===== src/rtl/mem_access_master.sv =====
// Initiator for the parity-protected byte memory: one request at a time, single-cycle
// read/write strobes, parity-checked read responses on a valid/ready channel.
module mem_access_master #(
    parameter int ADDR_W   = 16,
    parameter int DATA_W   = 8,
    parameter int READ_LAT = 1,
    parameter int CNT_W    = 16
) (
    input  logic              clk,
    input  logic              rst,
    input  logic              req_valid,
    output logic              req_ready,
    input  logic              req_write,
    input  logic [ADDR_W-1:0] req_addr,
    input  logic [DATA_W-1:0] req_wdata,
    output logic              rsp_valid,
    input  logic              rsp_ready,
    output logic [DATA_W-1:0] rsp_data,
    output logic              rsp_perr,
    output logic              read,
    output logic              write,
    output logic [ADDR_W-1:0] address,
    output logic [DATA_W-1:0] data_in,
    input  logic [DATA_W:0]   data_out,
    output logic [CNT_W-1:0]  wr_cnt,
    output logic [CNT_W-1:0]  rd_cnt,
    output logic [CNT_W-1:0]  perr_cnt
);

    typedef enum logic [2:0] {
        S_IDLE,
        S_WR,
        S_RD,
        S_WAIT,
        S_RESP
    } state_t;

    state_t            state_q, state_d;
    logic [3:0]        lat_q, lat_d;
    logic              req_ready_q, req_ready_d;
    logic              rsp_valid_q, rsp_valid_d;
    logic [DATA_W-1:0] rsp_data_q, rsp_data_d;
    logic              rsp_perr_q, rsp_perr_d;
    logic              read_q, read_d;
    logic              write_q, write_d;
    logic [ADDR_W-1:0] address_q, address_d;
    logic [DATA_W-1:0] data_in_q, data_in_d;
    logic [CNT_W-1:0]  wr_cnt_q, wr_cnt_d;
    logic [CNT_W-1:0]  rd_cnt_q, rd_cnt_d;
    logic [CNT_W-1:0]  perr_cnt_q, perr_cnt_d;
    logic              perr_w;

    function automatic logic [CNT_W-1:0] sat_inc(input logic [CNT_W-1:0] v);
        return (&v) ? v : v + CNT_W'(1);
    endfunction

    // Even parity: stored MSB must equal the XOR of the data bits.
    assign perr_w = data_out[DATA_W] ^ (^data_out[DATA_W-1:0]);

    always_comb begin
        state_d     = state_q;
        lat_d       = lat_q;
        rsp_valid_d = rsp_valid_q;
        rsp_data_d  = rsp_data_q;
        rsp_perr_d  = rsp_perr_q;
        read_d      = 1'b0;
        write_d     = 1'b0;
        address_d   = address_q;
        data_in_d   = data_in_q;
        wr_cnt_d    = wr_cnt_q;
        rd_cnt_d    = rd_cnt_q;
        perr_cnt_d  = perr_cnt_q;
        case (state_q)
            S_IDLE: begin
                if (req_valid) begin
                    address_d = req_addr;
                    data_in_d = req_wdata;
                    write_d   = req_write;
                    read_d    = ~req_write;
                    state_d   = req_write ? S_WR : S_RD;
                end
            end
            S_WR: begin
                wr_cnt_d = sat_inc(wr_cnt_q);
                state_d  = S_IDLE;
            end
            S_RD: begin
                lat_d   = 4'(READ_LAT);
                state_d = S_WAIT;
            end
            S_WAIT: begin
                if (lat_q == 4'd1) begin
                    rsp_data_d  = data_out[DATA_W-1:0];
                    rsp_perr_d  = perr_w;
                    rsp_valid_d = 1'b1;
                    rd_cnt_d    = sat_inc(rd_cnt_q);
                    if (perr_w) perr_cnt_d = sat_inc(perr_cnt_q);
                    state_d = S_RESP;
                end else begin
                    lat_d = lat_q - 4'd1;
                end
            end
            S_RESP: begin
                if (rsp_ready) begin
                    rsp_valid_d = 1'b0;
                    state_d     = S_IDLE;
                end
            end
            default: state_d = S_IDLE;
        endcase
        req_ready_d = (state_d == S_IDLE);
    end

    always_ff @(posedge clk or posedge rst) begin
        if (rst) begin
            state_q     <= S_IDLE;
            lat_q       <= '0;
            req_ready_q <= 1'b1;
            rsp_valid_q <= 1'b0;
            rsp_data_q  <= '0;
            rsp_perr_q  <= 1'b0;
            read_q      <= 1'b0;
            write_q     <= 1'b0;
            address_q   <= '0;
            data_in_q   <= '0;
            wr_cnt_q    <= '0;
            rd_cnt_q    <= '0;
            perr_cnt_q  <= '0;
        end else begin
            state_q     <= state_d;
            lat_q       <= lat_d;
            req_ready_q <= req_ready_d;
            rsp_valid_q <= rsp_valid_d;
            rsp_data_q  <= rsp_data_d;
            rsp_perr_q  <= rsp_perr_d;
            read_q      <= read_d;
            write_q     <= write_d;
            address_q   <= address_d;
            data_in_q   <= data_in_d;
            wr_cnt_q    <= wr_cnt_d;
            rd_cnt_q    <= rd_cnt_d;
            perr_cnt_q  <= perr_cnt_d;
        end
    end

    assign req_ready = req_ready_q;
    assign rsp_valid = rsp_valid_q;
    assign rsp_data  = rsp_data_q;
    assign rsp_perr  = rsp_perr_q;
    assign read      = read_q;
    assign write     = write_q;
    assign address   = address_q;
    assign data_in   = data_in_q;
    assign wr_cnt    = wr_cnt_q;
    assign rd_cnt    = rd_cnt_q;
    assign perr_cnt  = perr_cnt_q;

endmodule

===== config.mk =====
export PLATFORM = sky130hd
export DESIGN_NAME = mem_access_master
export DESIGN_NICKNAME = d
export VERILOG_FILES = /design/src/rtl/mem_access_master.sv
export SDC_FILE = /design/constraint.sdc
export NUM_CORES = 1
export LEC_CHECK = 0
export BUFFER_PORTS_ARGS = -buffer_cell sky130_fd_sc_hd__buf_2
export CAP_MARGIN = 5
export CELL_PAD_IN_SITES_DETAIL_PLACEMENT = 1
export CELL_PAD_IN_SITES_GLOBAL_PLACEMENT = 2
export CORE_MARGIN = 1
export CORE_UTILIZATION = 26
export DETAILED_ROUTE_END_ITERATION = 10
export GPL_ROUTABILITY_DRIVEN = 0
export GPL_TIMING_DRIVEN = 0
export PLACE_DENSITY_LB_ADDON = 0.12
export SLEW_MARGIN = 30
export SYNTH_ARGS = -nofsm -noshare
export SYNTH_HDL_FRONTEND = slang
export SYNTH_SLANG_ARGS = --single-unit

===== constraint.sdc =====
create_clock -name clk -period 2.3 [get_ports clk]
set_input_delay 0.115 -clock clk [delete_from_list [all_inputs] [get_ports clk]]
set_output_delay 0.115 -clock clk [all_outputs]
set_load 0.05 [all_outputs]

==> results of run 1 <==
-- placed cells by master, fill, tap and decap left out, drive strengths merged, types with 7 or more instances in the layout --
master and n:
clkbuf 13, xor2 25, nor3 7, xnor2 27, nand4 15, buf 131
nand2 24, dlygate4sd3 26, nor4 7, nand3 18, dfrtp 91, mux2 35
nor2 17, inv 7
-- registers in the layout, summed over array words and instances, names as in the netlist --
register,cells
address,16
rsp_data,8
wr_cnt,16
lat_q,4
state_q,3
data_in,8
rsp_valid,1
req_ready,1
rd_cnt,16
write,1
perr_cnt,16
rsp_perr,1
read,1
-- metal layers --
layer  up-vias  track usage  share of wire
li1       1472            -              -
met5         -            0              0
met2        71       0.2260           0.48
met3        15      0.05151          0.059
met4         0      0.05042          0.017
met1      1559       0.1672           0.44
-- cell usage after synthesis, types with 2 or more instances --
| cell | instances |
|---|---|
| xor2_1 | 25 |
| nor4_2 | 5 |
| buf_2 | 4 |
| nand4_1 | 15 |
| and4_1 | 5 |
| ha_1 | 5 |
| and3_1 | 4 |
| nor2_1 | 17 |
| or3_1 | 2 |
| nor2b_1 | 2 |
| dfrtp_1 | 91 |
| nor4b_1 | 3 |
| inv_1 | 8 |
| nand2_1 | 23 |
| nor3_1 | 7 |
| nand3_1 | 18 |
| and2_1 | 2 |
| o21ai_0 | 5 |
| or2_2 | 2 |
| nor4b_2 | 2 |
| nor4_1 | 2 |
| xnor2_1 | 26 |
| mux2_2 | 34 |
-- path summary, 6_finish.rpt --
kind                              start           end  slack, ps  depth (start not counted)
setup / recovery             state_q[0]    data_in[4]        180                          4
hold / removal             req_wdata[4]    data_in[4]         30                          2
setup reg to reg             state_q[0]    data_in[4]        180                          4
hold reg to reg            perr_cnt[15]  perr_cnt[15]        480                          1
max in group asynchronous           rst     req_ready       1300                          4
min in group asynchronous           rst    address[0]        400                          3
-- timing repair --
| action | CTS | global route |
|---|---|---|
| endpoints found under the hold margin | 47 | 0 |
| hold buffers | 26 | 0 |
| setup endpoints to repair | 0 | 3 |
| gates resized for setup | 0 | 1 |
-- metrics by stage --
| stage | setup slack [ps] | area (µm²) | hold slack [ps] | TNS [ps] |
|---|---|---|---|---|
| 3_3_place_gp | -41.95 | 4967 | 296.5 | -78.36 |
| 4_1_cts | 112.6 | 5625 | 6.791 | 0 |
| 3_5_place_dp | 121.6 | 5036 | 227.4 | 0 |
| 5_1_grt | 7.278 | 5634 | 19.19 | 0 |
| 6_report | 177.4 | 5634 | 28.90 | 0 |
| 2_1_floorplan | 197.5 | 4093 | 187.5 | 0 |
-- worst reg2reg max path, stage by stage, from the launching register on --
cell	delay (ps)
dfrtp_1	360
buf_4	160
nor4b_2	720
buf_2	400
mux2_2	380
-- kinds of logic after synthesis --
family | Yosys count | share of synthesized area
fa+ha+maj | 5 | 0.01530
mux | 35 | 0.09731
buf+inv | 14 | 0.01683
compound gates | 11 | 0.01989
flops | 92 | 0.5633
simple gates | 117 | 0.1683
xor+xnor | 53 | 0.1190
-- power groups by stage --
| stage | Combinational (mW) | Sequential (mW) | Clock [mW] |
|---|---|---|---|
| 2_1_floorplan | 1.04 | 4.28 | 0 |
| 3_3_place_gp | 3.59 | 2.60 | 0 |
| 3_5_place_dp | 3.64 | 2.62 | 0 |
| 4_1_cts | 3.68 | 2.60 | 1.72 |
| 5_1_grt | 3.88 | 2.69 | 1.77 |
| 6_report | 3.63 | 2.58 | 1.64 |
-- layout make-up --
type                            instances  area share
Buffer                                  6    0.006884
Clock buffer                           13     0.04619
Clock inverter                          3     0.01221
Inverter                                8    0.005996
Multi-Input combinational cell        221      0.3065
Sequential cell                        92      0.4088
Tap cell                              211     0.04686
Timing Repair Buffer                  151      0.1666
==> reports/metrics.cfg, run 1 <==
[floorplanning]
die_area_mm2=0.01623
die_h_um=127.4
rows=45
die_width_um=127.4
initial_utilization=0.2680
pin_count=123
core-area_mm2=0.01526

[global_route]
gr-total-overflow=0
antenna_found_initial=0
grt_max_degree=27
grt_pass1_wl_um=17250
grt_pass1_vias=3332
grtUsageTotal=0.1387

[logic_synthesis]
async_flop_share=1.000
ys.flop_type=dfrtp_1
syn_inst=327
synth_seq_area_share=0.5633
synth.distinct_cells=43
synthTopCellsByArea=dfrtp_1, mux2_2, xnor2_1
synth_top_area_cell=dfrtp_1
syn_area_mm2=0.004089
syn_nets=370
synth_top_area_frac=0.5569
synth-edff-count=0
yosysWarnings=0
synth_seq_cells=92
avgSynthCellArea_um2=12.50

[setup_path]
worstPathArrival_ps=2350
max_stage_delay_ps=720
crit_buf_inv=2
cp-end-kind=register
path_cells=buf_4 > nor4b_2 > buf_2 > mux2_2
critical-path-top-delay-family=simple AND/OR/NAND/NOR gates
slowest_stage=nor4b_2
critical_path.max_fanout=10
critPathRequiredTime_ps=2520
start_kind=register
path_class=register to register

[sta]
finalCritPeriodShare=0.9229
maxSlewViolCount=0
worst_pin_slew_ps=897.8
skew_ps=5.412
finalHoldViolations=0
layout_min_cycle_time_ps=2123
maxClockFrequency_ghz=0.4711
relSlewSlack=0.4000
rsz0062_at_grt=no
finalSetupViolCount=0

[final_layout]
fillers=1699
syn_to_final_growth_pct=37.79
drive_gt1_frac=0.4028
multi_input_area_mm2=0.001727
nets=532
seq_area_mm2=0.002303
final_cells=705
utilization=0.3693
antenna_cells=0

[drt]
drt_iter0_drc=54
routed_wl_um=10240
ant_nets=0
viasPerCell=4.421
vias=3117
wl_per_cell_um=14.52
drc=0
drtPass1Iterations=4

[cts]
post_cts_buffers=0
cts_tree=done
ctsHtreeMaxLevel=3
cts_buffer_depth=2
clk_pin_slew_ps=60
cts_buffers=9
clkLatencyLatePin_ps=340
cts.sink_count=92
clock-root-buffer=clkbuf_16

[hold_path]
hold_class=primary input to register

[pwr]
power_per_cell_area_mw_per_mm2=1393
power.switching_mw=3.622
p_total_mw=7.848
power_frac_comb=0.462
p_seq_frac=0.329
p_leak_nw=2.660
clkPwrFrac=0.209
internal-power_mw=4.226
switching_share=0.4616
ir_drop_uv=713.4

[placed_design]
hpwl_um=7311
dp.cells=663
port_buffers=122

[run_status]
status=finished clean

[job]
cap_violations=0

(Power assumes the default switching activity.)
==> run 2, diff against run 1 <==
--- a/config.mk
+++ b/config.mk
@@ -5,6 +5,7 @@
 export SDC_FILE = /design/constraint.sdc
 export NUM_CORES = 1
 export LEC_CHECK = 0
+export ABC_AREA = 1
 export BUFFER_PORTS_ARGS = -buffer_cell sky130_fd_sc_hd__buf_2
 export CAP_MARGIN = 5
 export CELL_PAD_IN_SITES_DETAIL_PLACEMENT = 1
==> run 2 against run 1 <==
Compared with the run above: clock power about the same; synthesized cell count up 61%; die area up 13%; largest cell class unchanged; worst setup slack better by 200 ps; clock skew up 4.8 ps; routed wire length up 28%; critical path depth up 5; sequential power down 8%.
==> reports/metrics.cfg, run 2 <==
[job]
cap_violations=0  ; unchanged

[cts]
cts_buffer_depth=2  ; unchanged
clock-root-buffer=clkbuf_16
cts.sink_count=92  ; unchanged
ctsHtreeMaxLevel=3  ; unchanged
cts_tree=done
cts_buffers=9  ; unchanged
clkLatencyLatePin_ps=350  ; about the same
clk_pin_slew_ps=80  ; +20 ps

[hold_path]
hold_class=primary input to register

[drt]
vias=4051  ; +30%
wl_per_cell_um=14.22  ; -2.1%
routed_wl_um=13070  ; +28%
drt_iter0_drc=107  ; +98%
drtPass1Iterations=4  ; unchanged
drc=0  ; unchanged
viasPerCell=4.408  ; -0.30%
ant_nets=0  ; unchanged

[floorplanning]
pin_count=123  ; unchanged
die_area_mm2=0.01827  ; +13%
die_width_um=135.2  ; +6.1%
rows=48  ; +6.7%
die_h_um=135.2  ; +6.1%
initial_utilization=0.2665  ; -0.001486
core-area_mm2=0.01730  ; +13%

[placed_design]
hpwl_um=9765  ; +34%
port_buffers=122  ; unchanged

[sta]
relSlewSlack=0.6320  ; +0.2320
maxSlewViolCount=0  ; unchanged
layout_min_cycle_time_ps=1927  ; -195.5 ps
maxClockFrequency_ghz=0.5189  ; +10%
tns_ps=0  ; unchanged
rsz0062_at_grt=no
skew_ps=10.24  ; +4.826 ps
worst_pin_slew_ps=550.9  ; -346.9 ps
finalSetupViolCount=0  ; unchanged
finalHoldViolations=0  ; unchanged
finalCritPeriodShare=0.8379  ; -0.08500

[setup_path]
path_class=register to register
critical_path.max_fanout=10  ; unchanged
start_kind=register
cp-end-kind=register
path_cells=ha_1 > inv_1 > nor4_2 > nand3_1 > nand2_2 > inv_2 > buf_6 > nand2_1 > o21ai_1
worstPathArrival_ps=2170  ; -180 ps
max_stage_delay_ps=450  ; -270 ps
slowest_stage=dfrtp_1
critPathRequiredTime_ps=2540  ; +20 ps

[logic_synthesis]
syn_nets=568  ; +54%
synth_most_common_cell=nand2_1
ys.flop_type=dfrtp_1
syn_area_mm2=0.004609  ; +13%
async_flop_share=1.000  ; unchanged
synth.top_cells.by_count=nand2_1, dfrtp_1, inv_1, nand3_1, nor2_1
synth_seq_area_share=0.4997  ; -0.06361
synth_top_area_cell=dfrtp_1
synth_top_area_frac=0.4940  ; -0.06289
syn_inst=525  ; +61%
synth.distinct_cells=33  ; -23%
yosysWarnings=0  ; unchanged
synth_seq_cells=92  ; unchanged
synthTopCellsByArea=dfrtp_1, nand2_1, mux2_2
avgSynthCellArea_um2=8.780  ; -30%
synth-edff-count=0  ; unchanged

[final_layout]
syn_to_final_growth_pct=34.39
fillers=2079  ; +22%
nets=731  ; +37%
final_cell_mix=nand2_1, buf_2, dfrtp_1
final_common_cell=nand2_1
drive_gt1_frac=0.2814  ; -0.1214

[global_route]
antenna_found_initial=2  ; +2
gr-total-overflow=0  ; unchanged
grt_max_degree=26  ; -3.7%
grtUsageTotal=0.1557  ; +0.01697
grt_pass1_wl_um=22180  ; +29%
grt_pass1_vias=4407  ; +32%

[pwr]
power_per_cell_area_mw_per_mm2=1190  ; -15%
p_total_mw=7.370  ; -6.1%
ir_drop_uv=449.0  ; -37%
p_leak_nw=3.151  ; +18%

[run_status]
status=finished clean

-- run 2: cell types whose count changed after synthesis, sizes merged, moves of 4 or more --
cell / previous run / this run
nand2: 24 / 156
inv: 8 / 58
nand3: 18 / 40
o21ai: 5 / 27
nor2: 17 / 38
xnor2: 27 / 12
mux2: 35 / 24
nor3: 7 / 16
and4: 5 / 0
nor4: 7 / 2
nor4b: 5 / 0
and3: 4 / 0
-- run 2: per-layer routing --
layer  GRT usage  share of wire  wire length [µm]  vias to the layer above
li1            -              -                 -                     2018
met4     0.06554          0.018               234                        0
met2      0.2615           0.49              6376                       56
met1      0.1934           0.46              5981                     1965
met3     0.03180          0.036               474                       12
met5           0              0                 0                        -
-- run 2: worst paths after layout --
kind                        startpoint          end  slack, ps  cells after the start
setup / recovery             wr_cnt[0]   wr_cnt[14]        370                      9
hold / removal               rsp_ready   state_q[2]         20                      2
setup reg to reg             wr_cnt[0]   wr_cnt[14]        370                      9
hold reg to reg            rsp_data[6]  rsp_data[6]        480                      2
max in group asynchronous          rst    req_ready       1020                      6
min in group asynchronous          rst   wr_cnt[15]        360                      3
-- run 2: final cells by class --
type	count	area, µm²	share of cell area
antenna	1	2.502	0.0004040
buffer	9	60.06	0.009695
clock buffer	10	229.0	0.03696
clock inverter	6	95.09	0.01535
inverter	58	221.5	0.03575
multi-input combinational	366	2028	0.3274
sequential	92	2303	0.3718
tap	225	281.5	0.04545
timing repair buffer	152	973.4	0.1571
-- run 2: per-stage QoR --
stage	instances	hold WS [ps]	area [µm²]	util	setup slack (ps)
2_1_floorplan	525	181.4	4613	-	293.4
3_3_place_gp	872	306.2	5505	0.3183	303.0
3_5_place_dp	876	202.6	5608	0.3242	363.0
4_1_cts	918	2.612	6192	0.3580	345.2
5_1_grt	919	39.59	6195	0.3581	98.77
6_report	919	22.98	6195	0.3581	372.9
-- run 2: logic make-up after synthesis --
logic type,count (synthesis),share of synthesized area
AO/OA/AOI/OAI,30,0.03366
multiplexers,24,0.05863
XOR/XNOR,38,0.07220
flip-flops,92,0.4997
buffers and inverters,67,0.06026
AND/OR/NAND/NOR,269,0.2619
adder cells (fa/ha/maj),5,0.01357
-- run 2: worst max-delay path, delay by kind of cell (launching register included) --
family / cells / cell delay, ps
simple gates: 4 / 790
flops: 1 / 450
buf+inv: 3 / 320
fa+ha+maj: 1 / 200
compound gates: 1 / 50
-- run 2: repair_timing --
item,4_1_cts,5_1_grt
setup buffers,0,0
gates resized for setup,0,0
hold endpoints to repair,46,0
hold buffers,26,0
-- run 2: power by group --
group	total (mW)	switching, mW	internal, mW
Combinational	3.32	2.44	0.882
Sequential	2.38	0.296	2.09
Clock	1.67	0.701	0.966
==> run 3, diff against run 2 <==
--- a/config.mk
+++ b/config.mk
@@ -5,7 +5,7 @@
 export SDC_FILE = /design/constraint.sdc
 export NUM_CORES = 1
 export LEC_CHECK = 0
-export ABC_AREA = 1
+export ABC_AREA = 0
 export BUFFER_PORTS_ARGS = -buffer_cell sky130_fd_sc_hd__buf_2
 export CAP_MARGIN = 5
 export CELL_PAD_IN_SITES_DETAIL_PLACEMENT = 1
==> constraint.sdc (replaced) <==
create_clock -name clk -period 1.79 [get_ports clk]
set_input_delay 0.0895 -clock clk [delete_from_list [all_inputs] [get_ports clk]]
set_output_delay 0.0895 -clock clk [all_outputs]
set_load 0.05 [all_outputs]
==> run 3 against run 2 <==
Compared with the run above: largest power group unchanged; the run now ends with setup timing left; register-to-register slack worse by 420 ps; cell area up 0.63%; highest routed layer unchanged; combinational power up 57%.
==> reports/metrics.cfg, run 3 (synthesis gave the netlist of run 1 again) <==
[hold_path]
hold_class=primary input to register
whs_path_depth=2  ; unchanged
min_to=state_q[2]
min-delay-start=rsp_ready

[drt]
drt_iter0_drc=54  ; -50%
ant_nets=0  ; unchanged
routed_wl_um=10540  ; -19%
wl_per_cell_um=14.40  ; +1.3%
drc=0  ; unchanged
vias=3192  ; -21%
drtPass1Iterations=4  ; unchanged
viasPerCell=4.361  ; -1.1%

[cts]
ctsHtreeMaxLevel=3  ; unchanged
cts_buffer_depth=2  ; unchanged
cts_tree=done
cts_buffers=9  ; unchanged
clock-root-buffer=clkbuf_16
clk_pin_slew_ps=70  ; about the same
clkLatencyLatePin_ps=350  ; about the same
cts.sink_count=92  ; unchanged

[floorplanning]
initial_utilization=0.2680  ; +0.001486
die_width_um=127.4  ; -5.7%
die_area_mm2=0.01623  ; -11%
pin_count=123  ; unchanged
rows=45  ; -6.3%
core-area_mm2=0.01526  ; -12%
die_h_um=127.4  ; -5.7%

[pwr]
power_frac_comb=0.493  ; +0.043
p_seq_frac=0.318  ; -0.006
power_per_cell_area_mw_per_mm2=1692  ; +42%
clkPwrFrac=0.188  ; -0.038
p_leak_nw=2.818  ; -11%
internal-power_mw=5.582  ; +42%
power.switching_mw=4.966  ; +45%
switching_share=0.4708  ; +0.005037
ir_drop_uv=972.6  ; +120%

[sta]
rsz0062_at_grt=yes
relSlewSlack=0.6891  ; +0.05718
fin_ws_ps=-49.29  ; -422.2 ps
tns_ps=-122.6  ; -122.6 ps
finalCritPeriodShare=1.028  ; +0.1897
layout_min_cycle_time_ps=1839  ; -87.83 ps
worst_pin_slew_ps=466.3  ; -84.61 ps
maxClockFrequency_ghz=0.5437  ; +4.8%
finalHoldViolations=0  ; unchanged
finalSetupViolCount=5  ; +5
timing.hold.ws_ps=3.032  ; -19.95 ps
maxSlewViolCount=0  ; unchanged
skew_ps=7.954  ; -2.285 ps

[global_route]
grt_pass1_vias=3452  ; -22%
grtUsageTotal=0.1416  ; -0.01409
grt_pass1_wl_um=17780  ; -20%
grt_max_degree=27  ; +3.8%
antenna_found_initial=1  ; -1
gr-total-overflow=0  ; unchanged

[setup_path]
path_class=register to register
critPathRequiredTime_ps=2030  ; -510 ps
r2r_slack_ps=-50  ; -420 ps
critical_path.max_fanout=5  ; -5
r2r_end=perr_cnt[12]
cp-end-kind=register
worstPathArrival_ps=2070  ; -100 ps
r2r_cells=8  ; -1
r2r-start=lat_q[1]
start_kind=register

[placed_design]
post-place-ws_ps=-358.1  ; -721.1 ps
dp.cells=664  ; -24%
port_buffers=122  ; unchanged
hpwl_um=7376  ; -24%
place_area_mm2=0.005176  ; -7.7%

[final_layout]
syn_to_final_growth_pct=52.45
final_cells=732  ; -20%
final_common_cell=buf_2
drive_gt1_frac=0.5317  ; +0.2503
nets=559  ; -24%
final_cell_mix=buf_2, dfrtp_1, dlygate4sd3_1
fin_area_mm2=0.006233  ; +0.63%
antenna_cells=0  ; -1

[job]
cap_violations=0  ; unchanged

[run_status]
status=complete, but fails checks
violations=setup timing

## run 3: changes by cell type in the layout (fill, tap and decap cells not counted), sizes merged, moves of 9 or more
cell	delta
o21ai	-22
xnor2	+15
nand2	-132
nor3	-9
inv	-49
nor2	-21
buf	+16
mux2	+11
nand3	-22
## run 3: worst max path at each step
stage | endpoint | start | cells past startpoint
2_1_floorplan | perr_cnt[1] | perr_cnt[0] | 6
3_3_place_gp | wr_cnt[10] | rst | 2
3_5_place_dp | perr_cnt[7] | lat_q[1] | 7
4_1_cts | rd_cnt[15] | lat_q[1] | 7
5_1_grt | perr_cnt[11] | lat_q[1] | 7
6_report | perr_cnt[12] | lat_q[1] | 8
## run 3: metrics by stage
stage,utilization,power (mW)
finish,0.4085,10.55
global route,0.4085,11.20
CTS,0.3951,10.52
detailed placement,0.3392,8.157
global placement,0.3330,8.073
floorplan,-,6.961
## run 3: critical path: stages (launching register included)
cell and delay [ps]:
dfrtp_1 390, inv_2 80, ha_4 120, and4bb_4 300, buf_4 130, nand4_1 90, buf_6 170, nor3_2 110
mux2_2 350
## run 3: area by class of cell
type | count | area (µm²)
plain buffers | 5 | 45.04
clock buffers | 9 | 225.2
clock inverters | 7 | 82.58
fillers | 1643 | 9025
inverters | 8 | 33.78
multi-input cells | 221 | 2046
flip-flops and latches | 92 | 2337
well taps | 211 | 264.0
repair buffers | 179 | 1200
## run 3: power groups by stage
stage	logic (mW)	registers (mW)	clock network, mW
floorplan	1.40	5.57	0
global placement	4.68	3.39	0
detailed placement	4.73	3.43	0
CTS	5.06	3.37	2.09
global route	5.55	3.48	2.18
finish	5.20	3.36	1.99
## run 3: routing by layer
| layer | vias to the layer above | share of wire | GRT usage |
|---|---|---|---|
| met5 | - | 0 | 0 |
| met4 | 0 | 0.011 | 0.04202 |
| met2 | 61 | 0.51 | 0.2388 |
| li1 | 1531 | - | - |
| met1 | 1592 | 0.43 | 0.1704 |
| met3 | 8 | 0.049 | 0.04816 |
## run 3: repair_timing
action | CTS | global route
pin swaps | 6 | 14
endpoints found under the setup margin | 61 | 65
endpoints found under the hold margin | 52 | 0
setup buffers | 13 | 6
gates resized for setup | 19 | 30
hold buffers | 34 | 0
